File: src/rtl/msk_and_hpc3_arb.sv
// Round-robin arbiter and sequencer sharing one external HPC3 masked-AND gadget
// (latency 1) between NREQ requesters, with a 2-entry result FIFO tagged by requester.
module msk_and_hpc3_arb #(
  parameter int d    = 2,
  parameter int NREQ = 2,
  localparam int RND = d * (d - 1),
  localparam int IW  = (NREQ > 1) ? $clog2(NREQ) : 1
) (
  input  logic              clk,
  input  logic              rst,
  input  logic [NREQ-1:0]   req_valid,
  output logic [NREQ-1:0]   req_ready,
  input  logic [NREQ*d-1:0] req_a,
  input  logic [NREQ*d-1:0] req_b,
  input  logic [NREQ*d-1:0] req_c,
  input  logic              rnd_valid,
  output logic              rnd_ready,
  input  logic [RND-1:0]    rnd_in,
  output logic [d-1:0]      g_ina,
  output logic [d-1:0]      g_inb,
  output logic [d-1:0]      g_inc,
  output logic [d-1:0]      g_ina_prev,
  output logic [RND-1:0]    g_rnd,
  input  logic [d-1:0]      g_out,
  output logic              out_valid,
  input  logic              out_ready,
  output logic [d-1:0]      out_data,
  output logic [IW-1:0]     out_id
);

  logic [IW-1:0]   rr_ptr;
  logic [IW-1:0]   winner;
  logic [IW-1:0]   inflight_id;
  logic            found;
  logic            issue;
  logic            credit_ok;
  logic            pop;
  logic            inflight;
  logic [1:0]      count;
  logic            wr_ptr;
  logic            rd_ptr;
  logic [NREQ-1:0] grant;
  logic [d-1:0]    fifo_data [2];
  logic [IW-1:0]   fifo_id   [2];

  // First valid requester at or above rr_ptr, wrapping.
  always_comb begin
    winner = '0;
    found  = 1'b0;
    for (int unsigned off = 0; off < NREQ; off++) begin
      for (int unsigned k = 0; k < NREQ; k++) begin
        if (!found && req_valid[k] && ((32'(rr_ptr) + off) % NREQ) == k) begin
          found  = 1'b1;
          winner = IW'(k);
        end
      end
    end
  end

  assign out_valid = (count != 2'd0);
  assign pop       = out_valid & out_ready;
  assign credit_ok = ({1'b0, count} + {2'b00, inflight}) < (3'd2 + {2'b00, pop});
  // Gated by rst so nothing is granted while reset is asserted.
  assign issue     = !rst && found && rnd_valid && credit_ok;

  always_comb begin
    grant = '0;
    for (int unsigned k = 0; k < NREQ; k++) begin
      grant[k] = issue && (winner == IW'(k));
    end
  end

  assign req_ready = grant;
  assign rnd_ready = issue;

  // AND-OR select keeps share i of the gadget input tied to share i of the winner.
  always_comb begin
    g_ina = '0;
    g_inb = '0;
    g_inc = '0;
    for (int unsigned k = 0; k < NREQ; k++) begin
      g_ina = g_ina | ({d{grant[k]}} & req_a[k*d +: d]);
      g_inb = g_inb | ({d{grant[k]}} & req_b[k*d +: d]);
      g_inc = g_inc | ({d{grant[k]}} & req_c[k*d +: d]);
    end
  end

  assign g_rnd = issue ? rnd_in : '0;

  always_ff @(posedge clk or posedge rst) begin
    if (rst) begin
      rr_ptr      <= '0;
      inflight    <= 1'b0;
      inflight_id <= '0;
      g_ina_prev  <= '0;
      count       <= 2'd0;
      wr_ptr      <= 1'b0;
      rd_ptr      <= 1'b0;
    end else begin
      g_ina_prev <= g_ina;
      inflight   <= issue;
      if (issue) begin
        inflight_id <= winner;
        rr_ptr      <= (winner == IW'(NREQ - 1)) ? '0 : winner + 1'b1;
      end
      if (inflight) wr_ptr <= ~wr_ptr;
      if (pop)      rd_ptr <= ~rd_ptr;
      count <= count + {1'b0, inflight} - {1'b0, pop};
    end
  end

  always_ff @(posedge clk) begin
    if (inflight) begin
      fifo_data[wr_ptr] <= g_out;
      fifo_id[wr_ptr]   <= inflight_id;
    end
  end

  assign out_data = out_valid ? fifo_data[rd_ptr] : '0;
  assign out_id   = out_valid ? fifo_id[rd_ptr]   : '0;

endmodule
File: config.mk
export PLATFORM = sky130hd
export DESIGN_NAME = msk_and_hpc3_arb
export DESIGN_NICKNAME = d
export VERILOG_FILES = /design/src/rtl/msk_and_hpc3_arb.sv
export SDC_FILE = /design/constraint.sdc
export NUM_CORES = 1
export LEC_CHECK = 0
export CORE_MARGIN = 2
export CORE_UTILIZATION = 39
export CTS_CLUSTER_DIAMETER = 30
export CTS_CLUSTER_SIZE = 14
export DETAILED_ROUTE_END_ITERATION = 10
export PLACE_DENSITY = 0.78
export SETUP_SLACK_MARGIN = 0.1
export SYNTH_ARGS = -nofsm -noshare
export SYNTH_HDL_FRONTEND = slang
export SYNTH_SLANG_ARGS = --single-unit
export TNS_END_PERCENT = 5
File: constraint.sdc
create_clock -name clk -period 2.1 [get_ports clk]
set_input_delay 0.21 -clock clk [delete_from_list [all_inputs] [get_ports clk]]
set_output_delay 0.21 -clock clk [all_outputs]
set_load 0.005 [all_outputs]
==> run summary <==
Status = complete, but fails checks
Violated checks = negative setup slack
Avg WL per Cell = 12.35 um
DR vias/cell = 4.811
RSZ-0062 raised after global routing = true
GR Util met3 = 7.055%
Distinct cells, synth = 20
Share of the yosys chip area belonging to registers = 50.55%
Clock Skew = 0.003508 ns
Final slew viol count = 0
Synth Register Bits = 15
Largest net degree at the start of global routing = 15
Fraction of layout cells with a size suffix above 1 = 37.12%
Worst EP arrival = 2.05 ns
Yosys warnings = 0
WS Path Type = flip-flop to output pin
Initial antenna violation count = 0
Most common cell after layout, fill and taps aside = clkdlybuf4s50_1
CP startpoint kind = flip-flop
Row cnt = 16
GR Util met1 = 19.06%
Clk root buf = clkbuf_4
Dpl ws = -0.3516 ns
Area Growth Syn to Fin = 74.88%
CP peak stage delay = 0.40 ns
Fin cells = 159
P_leak = 0.6372 nW
Final Util = 72.23%
Flop2flop setup slack = -0.12 ns
Post-DRT Antenna Nets = 0
Max VDD drop = 0.5146 mV
Crit path cell chain = ha_2, ha_4, or3b_4, a211o_4, a21oi_2, buf_2
H-tree Lvls = 1
Commonest non-fill, non-tap cells in the layout = clkdlybuf4s50_1, buf_4, buf_2
First-pass GRT wire length = 3484 um
Fin Setup TNS = -1.365 ns
I/O pin cnt = 39
Die X = 49.35 um
WL final = 1964 um
Post-CTS Hold Buffers = 0
Period Utilization, post-route = 107.8%
Drt pass-1 iters = 4
Final setup viols = 12
Number of global-route vias before repair = 817
Congestion Overflow GR = 0
Later-pin clock latency in the skew report = 0.28 ns
DRC = 0
Syn_nets = 102
Crit-path slowest cell = dfrtp_1
CP endpoint kind = output pin
Critical path peak fanout = 6
Die extent in y = 49.35 um
Fmax = 0.4418 GHz
CTS tree = yes
Synth Instances = 76
Hpwl dp = 1376 um
Slew Limit Headroom = 77.59%
Critical path buffer and inverter count = 1
Clk slew on worst S/H paths = 0.09 ns
Worst Path Required = 1.89 ns
Final GP Congestion = 0.7013
Max Cap Viol = 0
Hold crit path type = input port to asynchronous set/reset pin
Setup ws final = -0.1636 ns
IO Port Bufs = 38
Busiest grt layer = met2
Post-layout min period = 2.264 ns
Iter 0 DRT Violations = 7
Final hold slack = 0.2113 ns
Pwr Density = 935.2 mW/mm^2
Synthesized area = 802.0 sq um
Fin. Hold Viols = 0
Total core area = 0.001942 sq mm
Dpl cells = 147
ANT cells = 0
Nets = 159
Total number of vias = 765
Total CTS buffers = 3
Clock Path Buffers = 2
GRT Total Usage = 18.75%
Mean post-synth cell area = 10.55 sq um
Die area = 0.002435 sq mm
Clk sinks = 15
CP top delay family = compound AO/OA/AOI/OAI gates
Tightest Pin Transition = 0.3359 ns
Starting Density = 41.30%
Met2 usage = 33.56%
==> registers in the layout (all words and copies together) (netlist names), 2 cells and up <==
register	count
fifo_data	4
fifo_id	2
count	2
g_ina_prev	2
==> worst register-to-register path: stages (launching register included) <==
cell	delay (ns)
dfrtp_1	0.40
ha_2	0.21
ha_4	0.15
or3b_4	0.40
a211o_4	0.33
a21oi_2	0.14
buf_4	0.13
buf_6	0.08
buf_6	0.08
buf_6	0.08
buf_6	0.08
buf_6	0.08
==> metrics by stage <==
step	total power [mW]	area, sq um
2_1_floorplan	0.7469	802.0
3_3_place_gp	1.014	1269
3_5_place_dp	1.034	1269
4_1_cts	1.309	1399
5_1_grt	1.405	1403
6_report	1.312	1403
==> Yosys cell counts <==
| master | instances | area, sq um |
|---|---|---|
| edfxtp_1 | 6 | 180.2 |
| mux2_4 | 2 | 30.03 |
| clkbuf_1 | 3 | 11.26 |
| nor2_1 | 9 | 33.78 |
| mux2i_1 | 3 | 30.03 |
| and2_1 | 1 | 6.260 |
| inv_1 | 9 | 33.78 |
| nand2b_1 | 1 | 6.260 |
| o2bb2ai_1 | 1 | 8.760 |
| dfrtp_1 | 9 | 225.2 |
| or3b_1 | 1 | 8.760 |
| nor2b_1 | 2 | 12.51 |
| xnor2_1 | 3 | 26.28 |
| a211o_1 | 1 | 8.760 |
| xor2_1 | 1 | 8.760 |
| ha_1 | 4 | 50.05 |
| buf_6 | 1 | 11.26 |
| a21oi_1 | 6 | 30.03 |
| o21ai_0 | 7 | 35.03 |
| nand3b_1 | 6 | 45.04 |
==> layout make-up <==
type / count / area [sq um]
fillers: 144 / 539.3
multi-input cells: 49 / 424.2
flip-flops and latches: 15 / 405.4
clock buffers: 3 / 22.52
well taps: 27 / 33.78
inverters: 9 / 33.78
repair buffers: 55 / 478.0
clock inverters: 1 / 5.005
==> power by group <==
part / internal, mW / switching [mW]
registers: 0.394 / 0.0629
clock network: 0.0708 / 0.0924
logic: 0.413 / 0.279
total: 0.877 / 0.434
==> routing by layer <==
layer | wire [um] | vias up
met4 | 34 | 0
met5 | 0 | -
met2 | 1009 | 35
met1 | 726 | 354
li1 | - | 371
met3 | 193 | 5
==> final timing paths <==
kind,cells past startpoint,startpoint,to
worst max-delay path,6,count[0],g_ina[1]
worst min-delay path,2,rst,rr_ptr
worst max register to register,11,count[0],g_ina_prev[1]
worst min register to register,0,inflight_id,fifo_id[0]
max in group asynchronous,2,rst,wr_ptr
min in group clk,0,inflight_id,fifo_id[0]
==> kinds of logic (layout without fill, tap and decap cells) <==
family | count (synthesis) | in the layout | synth area share, %
AOI/OAI and AO/OA | 15 | 16 | 10.30
xor gates and xnor gates | 4 | 4 | 4.369
adders and majority gates | 4 | 4 | 6.240
buffers and inverters | 13 | 68 | 7.020
DFF | 15 | 15 | 50.55
muxes | 5 | 5 | 7.489
and+or+nand+nor | 20 | 20 | 14.04
==> repair_timing <==
action | in CTS | in global routing
gates cloned | 1 | 0
gates resized for setup | 68 | 1
buffers inserted | 8 | 0
endpoints found under the setup margin | 13 | 15
pin swaps | 7 | 2
No activity file was read; power rests on OpenSTA's default activity.
